===== src/rtl/button_cmd_scheduler.sv =====
// Turns debounced button pulses into cursor moves and queued REVEAL/FLAG commands for the board engine.
// Latency: cursor updates one edge after the pulse; a command is visible at the queue head one edge after it is pushed.
// Backpressure: cmd_ready_i low holds the head; a push into a full queue with no pop is dropped and flagged on drop_o.

// Small synchronous FIFO with circular pointers and an occupancy count; DEPTH must be a power of two.
// Latency: a push at edge N is readable at the head from cycle N+1; the head is driven combinationally from storage.
// Backpressure: push_rdy_o is low only when full with no pop in the same cycle; flush_i empties it on the next edge.
module sync_fifo #(
    parameter int W     = 8,
    parameter int DEPTH = 4
) (
    input  logic         clk,
    input  logic         rst_n,
    input  logic         flush_i,
    input  logic         push_vld_i,
    input  logic [W-1:0] push_dat_i,
    output logic         push_rdy_o,
    output logic         pop_vld_o,
    output logic [W-1:0] pop_dat_o,
    input  logic         pop_rdy_i
);
    localparam int PW = (DEPTH > 1) ? $clog2(DEPTH) : 1;
    localparam int CW = $clog2(DEPTH + 1);

    logic [W-1:0]  mem_q [DEPTH];
    logic [W-1:0]  mem_d [DEPTH];
    logic [PW-1:0] wr_ptr_q, wr_ptr_d;
    logic [PW-1:0] rd_ptr_q, rd_ptr_d;
    logic [CW-1:0] cnt_q, cnt_d;
    logic          push, pop;

    assign pop_vld_o  = (cnt_q != '0);
    assign pop_dat_o  = mem_q[rd_ptr_q];
    assign pop        = pop_vld_o & pop_rdy_i;
    // A pop in the same cycle frees the slot, so a full queue can still accept.
    assign push_rdy_o = (cnt_q != CW'(DEPTH)) | pop;
    assign push       = push_vld_i & push_rdy_o;

    // Next-state for storage, pointers and count; flush wins over push/pop.
    always_comb begin
        mem_d    = mem_q;
        wr_ptr_d = wr_ptr_q;
        rd_ptr_d = rd_ptr_q;
        cnt_d    = cnt_q;
        if (flush_i) begin
            wr_ptr_d = '0;
            rd_ptr_d = '0;
            cnt_d    = '0;
        end else begin
            if (push) begin
                mem_d[wr_ptr_q] = push_dat_i;
                wr_ptr_d        = wr_ptr_q + PW'(1);
            end
            if (pop) begin
                rd_ptr_d = rd_ptr_q + PW'(1);
            end
            cnt_d = cnt_q + CW'(push) - CW'(pop);
        end
    end

    // State registers; storage is cleared so the head reads zero out of reset.
    always_ff @(posedge clk) begin
        if (!rst_n) begin
            for (int i = 0; i < DEPTH; i++) mem_q[i] <= '0;
            wr_ptr_q <= '0;
            rd_ptr_q <= '0;
            cnt_q    <= '0;
        end else begin
            for (int i = 0; i < DEPTH; i++) mem_q[i] <= mem_d[i];
            wr_ptr_q <= wr_ptr_d;
            rd_ptr_q <= rd_ptr_d;
            cnt_q    <= cnt_d;
        end
    end
endmodule

module button_cmd_scheduler #(
    parameter int          COLS    = 16,
    parameter int          ROWS    = 16,
    parameter int          XW      = 4,
    parameter int          YW      = 4,
    parameter logic [31:0] DBL_WIN = 32'd25_000_000
) (
    input  logic          clk,
    input  logic          rst_n,
    input  logic [4:0]    button_ac_i,
    input  logic          enable_i,
    output logic [XW-1:0] cursor_x_o,
    output logic [YW-1:0] cursor_y_o,
    output logic          cmd_valid_o,
    input  logic          cmd_ready_i,
    output logic          cmd_op_o,
    output logic [XW-1:0] cmd_x_o,
    output logic [YW-1:0] cmd_y_o,
    output logic          drop_o
);
    localparam logic [XW-1:0] X_MAX = XW'(COLS - 1);
    localparam logic [YW-1:0] Y_MAX = YW'(ROWS - 1);

    typedef struct packed {
        logic          op;
        logic [XW-1:0] x;
        logic [YW-1:0] y;
    } cmd_t;

    typedef enum logic {
        IDLE  = 1'b0,
        WAIT2 = 1'b1
    } state_t;

    state_t        state_q, state_d;
    logic [31:0]   cnt_q, cnt_d;
    logic [XW-1:0] cur_x_q, cur_x_d, pend_x_q, pend_x_d;
    logic [YW-1:0] cur_y_q, cur_y_d, pend_y_q, pend_y_d;
    logic          drop_q, drop_d;

    logic act_up, act_dn, act_lt, act_rt, act_c, act_dir;
    logic push_vld, push_rdy, head_vld;
    cmd_t push_dat, head_dat;

    // One-hot priority decode: up > down > left > right > center, gated by enable.
    assign act_up  = enable_i & button_ac_i[0];
    assign act_dn  = enable_i & button_ac_i[1] & ~button_ac_i[0];
    assign act_lt  = enable_i & button_ac_i[2] & ~|button_ac_i[1:0];
    assign act_rt  = enable_i & button_ac_i[3] & ~|button_ac_i[2:0];
    assign act_c   = enable_i & button_ac_i[4] & ~|button_ac_i[3:0];
    assign act_dir = act_up | act_dn | act_lt | act_rt;

    // Cursor moves with wrap; the edge compare comes first so no arithmetic wraps.
    always_comb begin
        cur_x_d = cur_x_q;
        cur_y_d = cur_y_q;
        if (act_up)      cur_y_d = (cur_y_q == '0)    ? Y_MAX : cur_y_q - YW'(1);
        else if (act_dn) cur_y_d = (cur_y_q == Y_MAX) ? '0    : cur_y_q + YW'(1);
        else if (act_lt) cur_x_d = (cur_x_q == '0)    ? X_MAX : cur_x_q - XW'(1);
        else if (act_rt) cur_x_d = (cur_x_q == X_MAX) ? '0    : cur_x_q + XW'(1);
    end

    // Click FSM: first center arms the window, second center inside it makes a FLAG.
    always_comb begin
        state_d  = state_q;
        cnt_d    = cnt_q;
        pend_x_d = pend_x_q;
        pend_y_d = pend_y_q;
        push_vld = 1'b0;
        push_dat = '{op: 1'b0, x: pend_x_q, y: pend_y_q};
        if (!enable_i) begin
            state_d = IDLE;
            cnt_d   = '0;
        end else begin
            case (state_q)
                IDLE: begin
                    if (act_c) begin
                        pend_x_d = cur_x_q;
                        pend_y_d = cur_y_q;
                        cnt_d    = '0;
                        state_d  = WAIT2;
                    end
                end
                WAIT2: begin
                    if (act_c) begin
                        push_vld    = 1'b1;
                        push_dat.op = 1'b1;
                        state_d     = IDLE;
                    end else if (act_dir) begin
                        push_vld = 1'b1;
                        state_d  = IDLE;
                    end else if (cnt_q == DBL_WIN - 32'd1) begin
                        push_vld = 1'b1;
                        state_d  = IDLE;
                    end else begin
                        cnt_d = cnt_q + 32'd1;
                    end
                end
                default: state_d = IDLE;
            endcase
        end
    end

    // A push refused by the queue is reported as a one-cycle drop pulse.
    always_comb begin
        drop_d = push_vld & ~push_rdy;
    end

    // Scheduler state registers.
    always_ff @(posedge clk) begin
        if (!rst_n) begin
            state_q  <= IDLE;
            cnt_q    <= '0;
            cur_x_q  <= '0;
            cur_y_q  <= '0;
            pend_x_q <= '0;
            pend_y_q <= '0;
            drop_q   <= 1'b0;
        end else begin
            state_q  <= state_d;
            cnt_q    <= cnt_d;
            cur_x_q  <= cur_x_d;
            cur_y_q  <= cur_y_d;
            pend_x_q <= pend_x_d;
            pend_y_q <= pend_y_d;
            drop_q   <= drop_d;
        end
    end

    sync_fifo #(
        .W     ($bits(cmd_t)),
        .DEPTH (4)
    ) u_cmd_fifo (
        .clk        (clk),
        .rst_n      (rst_n),
        .flush_i    (~enable_i),
        .push_vld_i (push_vld),
        .push_dat_i (push_dat),
        .push_rdy_o (push_rdy),
        .pop_vld_o  (head_vld),
        .pop_dat_o  (head_dat),
        .pop_rdy_i  (cmd_ready_i)
    );

    assign cursor_x_o  = cur_x_q;
    assign cursor_y_o  = cur_y_q;
    assign cmd_valid_o = head_vld;
    assign cmd_op_o    = head_dat.op;
    assign cmd_x_o     = head_dat.x;
    assign cmd_y_o     = head_dat.y;
    assign drop_o      = drop_q;
endmodule


===== config.mk =====
export PLATFORM = sky130hd
export DESIGN_NAME = button_cmd_scheduler
export DESIGN_NICKNAME = d
export VERILOG_FILES = /design/src/rtl/button_cmd_scheduler.sv
export SDC_FILE = /design/constraint.sdc
export NUM_CORES = 1
export LEC_CHECK = 0
export BUFFER_PORTS_ARGS = -buffer_cell sky130_fd_sc_hd__buf_2
export CORE_ASPECT_RATIO = 1.1
export CORE_MARGIN = 3
export CORE_UTILIZATION = 25
export CTS_BUF_LIST = sky130_fd_sc_hd__clkbuf_4 sky130_fd_sc_hd__clkbuf_8 sky130_fd_sc_hd__clkbuf_16
export CTS_CLUSTER_SIZE = 20
export DETAILED_ROUTE_END_ITERATION = 10
export PLACE_DENSITY = 0.36
export SLEW_MARGIN = 10
export SYNTH_ARGS = -nofsm -noshare
export SYNTH_HDL_FRONTEND = slang
export SYNTH_SLANG_ARGS = --single-unit

===== constraint.sdc =====
create_clock -name clk -period 3.5 [get_ports clk]
set_clock_uncertainty 0.2 [all_clocks]
set_input_delay 0.175 -clock clk [delete_from_list [all_inputs] [get_ports clk]]
set_output_delay 0.175 -clock clk [all_outputs]
set_load 0.05 [all_outputs]

==> run_summary.xml <==
<?xml version="1.0" encoding="UTF-8"?>
<metrics>
  <group name="outcome">
    <metric name="status" unit="">finished clean</metric>
  </group>
  <group name="floorplan">
    <metric name="floorplan.rows" unit="">51</metric>
    <metric name="floorplan.die_area" unit="mm²">0.0202</metric>
    <metric name="die_y" unit="µm">149</metric>
    <metric name="die_w" unit="µm">136</metric>
    <metric name="initial_standard_cell_utilization_of_the_core" unit="%">25.8</metric>
    <metric name="io_pins" unit="">28</metric>
    <metric name="fp.coreArea" unit="mm²">0.0179</metric>
  </group>
  <group name="synthesis">
    <metric name="synth_enable_flop_cells" unit="">0</metric>
    <metric name="yosysSeqAreaShare" unit="%">40.3</metric>
    <metric name="share_of_async_settable_or_async_resettable_flops_after_synthesis" unit="%">0</metric>
    <metric name="synthesis.nets" unit="">515</metric>
    <metric name="syn-instance-count" unit="">493</metric>
    <metric name="avgSynthCellArea" unit="µm²">9.38</metric>
    <metric name="mappedNetlistArea" unit="mm²">0.00462</metric>
    <metric name="synth.distinct_cells" unit="">58</metric>
    <metric name="synth-main-ff-cell" unit="">dfxtp_1</metric>
    <metric name="synthesis.yosys.warnings" unit="">0</metric>
    <metric name="synth-seq-cells" unit="">93</metric>
  </group>
  <group name="power">
    <metric name="combPwrFrac" unit="%">5.4</metric>
    <metric name="p_switching" unit="µW">535</metric>
    <metric name="clk_pwr_share" unit="%">43.7</metric>
    <metric name="p_per_area" unit="mW/mm²">403</metric>
    <metric name="power_leakage" unit="nW">2.11</metric>
    <metric name="switching_part_of_the_total_power" unit="%">25.2</metric>
    <metric name="vdd_ir_drop_max" unit="mV">0.201</metric>
    <metric name="share_seq_of_total_power" unit="%">50.9</metric>
    <metric name="intPower" unit="mW">1.59</metric>
  </group>
  <group name="timing">
    <metric name="timing_worst_slew_pin_value" unit="ns">0.808</metric>
    <metric name="layout_setup_ws" unit="ns">0.787</metric>
    <metric name="worst_slew_margin" unit="%">46.0</metric>
    <metric name="fin_crit_sh" unit="%">77.5</metric>
    <metric name="setup_repair_after_global_routing_missed_its_margin" unit="">false</metric>
    <metric name="setup_viol" unit="">0</metric>
    <metric name="fmaxAchievable" unit="GHz">0.369</metric>
    <metric name="timing.final.hold_violations" unit="">0</metric>
    <metric name="fin_setup_tns" unit="ns">0</metric>
    <metric name="timing.final.crit_period" unit="ns">2.71</metric>
    <metric name="timing.hold.ws" unit="ns">0.0113</metric>
    <metric name="slew_violations" unit="">0</metric>
  </group>
  <group name="min_path">
    <metric name="worst_hold_path_type" unit="">in -&gt; reg</metric>
  </group>
  <group name="detailed_routing">
    <metric name="first_pass_iteration_count_of_the_detailed_router" unit="">4</metric>
    <metric name="vias_per_cell" unit="">4.64</metric>
    <metric name="route.final.wire_length" unit="µm">11200</metric>
    <metric name="vias" unit="">3505</metric>
    <metric name="postRouteAntennaNets" unit="">0</metric>
    <metric name="routedWlPerCell" unit="µm">14.8</metric>
    <metric name="first_iter_violations" unit="">124</metric>
    <metric name="remaining_drc_errors" unit="">0</metric>
  </group>
  <group name="global_routing">
    <metric name="antenna_violations_before_repair" unit="">0</metric>
    <metric name="gr-total-overflow" unit="">0</metric>
    <metric name="first_pass_grt_wire_length" unit="µm">18200</metric>
    <metric name="vias_in_the_first_global_route" unit="">3408</metric>
    <metric name="gr-usage-all-layers" unit="%">11.5</metric>
    <metric name="maximum_number_of_pins_on_one_net_before_global_route_repair" unit="">66</metric>
  </group>
  <group name="placed_design">
    <metric name="hpwl" unit="µm">7780</metric>
    <metric name="dp_slack" unit="ns">0.782</metric>
    <metric name="finalWeightedCongestion" unit="">0.732</metric>
    <metric name="port_buffers" unit="">27</metric>
  </group>
  <group name="clock_network">
    <metric name="clkLatencyLatePin" unit="ns">0.35</metric>
    <metric name="cts-buffers-inserted" unit="">9</metric>
    <metric name="cts_tree" unit="">yes</metric>
    <metric name="tritoncts_num_sinks" unit="">93</metric>
    <metric name="cts_root_buf" unit="">clkbuf_16</metric>
    <metric name="cts_htree_levels" unit="">3</metric>
    <metric name="max-clock-path-buffers" unit="">2</metric>
    <metric name="postCtsSetupRepairBufs" unit="">0</metric>
    <metric name="clk_transition_reported_paths" unit="ns">0.08</metric>
  </group>
  <group name="worst_setup_path">
    <metric name="r2r_setup_slack" unit="ns">0.79</metric>
    <metric name="start_kind" unit="">flop</metric>
    <metric name="max_fanout_on_critical_path" unit="">5</metric>
    <metric name="end_kind" unit="">flop</metric>
    <metric name="critical_path_class" unit="">reg -&gt; reg</metric>
    <metric name="timing.critical_path.arrival" unit="ns">2.73</metric>
    <metric name="critical_path_required" unit="ns">3.52</metric>
  </group>
  <group name="flow_run">
    <metric name="maxCapViolations" unit="">0</metric>
  </group>
  <group name="cells_and_area">
    <metric name="seqCellArea" unit="mm²">0.00186</metric>
    <metric name="multi_input_area" unit="mm²">0.00260</metric>
    <metric name="antenna-diode-count" unit="">0</metric>
    <metric name="layout_net_count" unit="">536</metric>
    <metric name="area_growth" unit="%">13.9</metric>
    <metric name="fillCellCount" unit="">1894</metric>
    <metric name="layout-drive-gt1-share" unit="%">15.6</metric>
  </group>
</metrics>
-- routing by layer --
layer | track usage (%) | up-vias | wire (µm)
met2 | 18.2 | 46 | 5370
met3 | 2.47 | 14 | 304
li1 | - | 1780 | -
met1 | 15.4 | 1665 | 5320
met5 | 0 | - | 0
met4 | 4.39 | 0 | 172
-- power groups by stage --
stage          sequential (mW)  combinational, mW  clock [mW]
3_5_place_dp              1.10              0.115           0
5_1_grt                   1.08              0.127        1.01
2_1_floorplan             1.12             0.0669           0
4_1_cts                   1.08              0.117       0.969
3_3_place_gp              1.10              0.114           0
6_report                  1.08              0.115       0.928
-- metrics by stage --
stage	cells	power (mW)	instance area (µm²)	utilization [%]
floorplan	493	1.18	4620	-
global placement	740	1.22	4990	27.8
detailed placement	740	1.22	4990	27.8
CTS	756	2.16	5270	29.4
global route	756	2.21	5270	29.4
finish	756	2.12	5270	29.4
-- worst paths after layout --
path | from | to | cells past startpoint
max reg2reg | cnt_q[0] | u_cmd_fifo.cnt_q[2] | 11
min | enable_i | cursor_y_o[3] | 2
max | cnt_q[0] | u_cmd_fifo.cnt_q[2] | 11
min reg2reg | u_cmd_fifo.mem_q[2] | u_cmd_fifo.mem_q[2] | 2
-- cell usage after synthesis, types with 3 or more instances --
cell type,n,area [µm²]
and2_1,5,31.3
o31ai_1,6,45.0
mux2i_1,42,420
nand2_8,4,80.1
nor2_1,34,128
nand2_1,90,338
nor2b_1,3,18.8
mux4_2,9,203
a31oi_1,3,18.8
a21boi_0,8,60.1
o311ai_0,3,26.3
o21ai_0,17,85.1
and4_1,5,43.8
inv_1,14,52.6
or4_1,6,45.0
ha_1,12,150
buf_2,3,15.0
a21oi_1,14,70.1
nand4_1,8,50.1
dfxtp_1,93,1860
clkbuf_1,18,67.6
and3_1,7,43.8
a21o_1,4,30.0
xor2_1,15,131
nor4_1,4,25.0
or3_1,4,25.0
nand3_1,17,85.1
xnor2_1,7,61.3
nor3_1,4,20.0
-- critical path, stage by stage, from the launching register on --
cell and delay, ns:
dfxtp_1 0.39, ha_1 0.21, and4_4 0.27, nand3_2 0.15
nor3_4 0.23, o2111a_2 0.22, ha_1 0.14, inv_1 0.05
fa_1 0.36, xor2_1 0.17, xnor2_1 0.14, nor2_1 0.05
-- state kept, by name (all words and copies together) (netlist names) --
signal,flops
u_cmd_fifo.rd_ptr_q,2
u_cmd_fifo.wr_ptr_q,2
drop_o,1
cnt_q,32
state_q,1
u_cmd_fifo.mem_q,36
cursor_x_o,4
pend_x_q,4
cursor_y_o,4
u_cmd_fifo.cnt_q,3
pend_y_q,4
-- kinds of logic after synthesis --
kind of cell | count (synthesis) | synth area share (%)
flops | 93 | 40.3
xor+xnor | 22 | 4.17
compound gates | 68 | 10.4
simple gates | 208 | 24.4
buf+inv | 37 | 3.44
fa+ha+maj | 13 | 3.68
mux | 52 | 13.7
-- placed cells by master (no fill, tap or decap), types with 8 or more instances in the layout --
master	instances
dfxtp_1	93
nand2_1	90
mux2i_1	42
nor2_1	34
buf_2	27
nand3_1	17
o21ai_0	17
xor2_1	15
inv_1	14
a21oi_1	14
ha_1	12
mux4_2	9
clkbuf_16	9
nand4_1	8
a21boi_0	8
-- cell type report --
type,instances,area share (%)
multi-input cells,363,49.4
flip-flops and latches,93,35.3
well taps,238,5.65
clock buffers,10,4.42
repair buffers,33,3.47
inverters,14,0.998
clock inverters,5,0.689
-- repair_timing --
action                    4_1_cts  5_1_grt
resized for setup               0        0
hold buffers                    1        0
hold endpoints to repair        1        0
(Power assumes the default switching activity.)
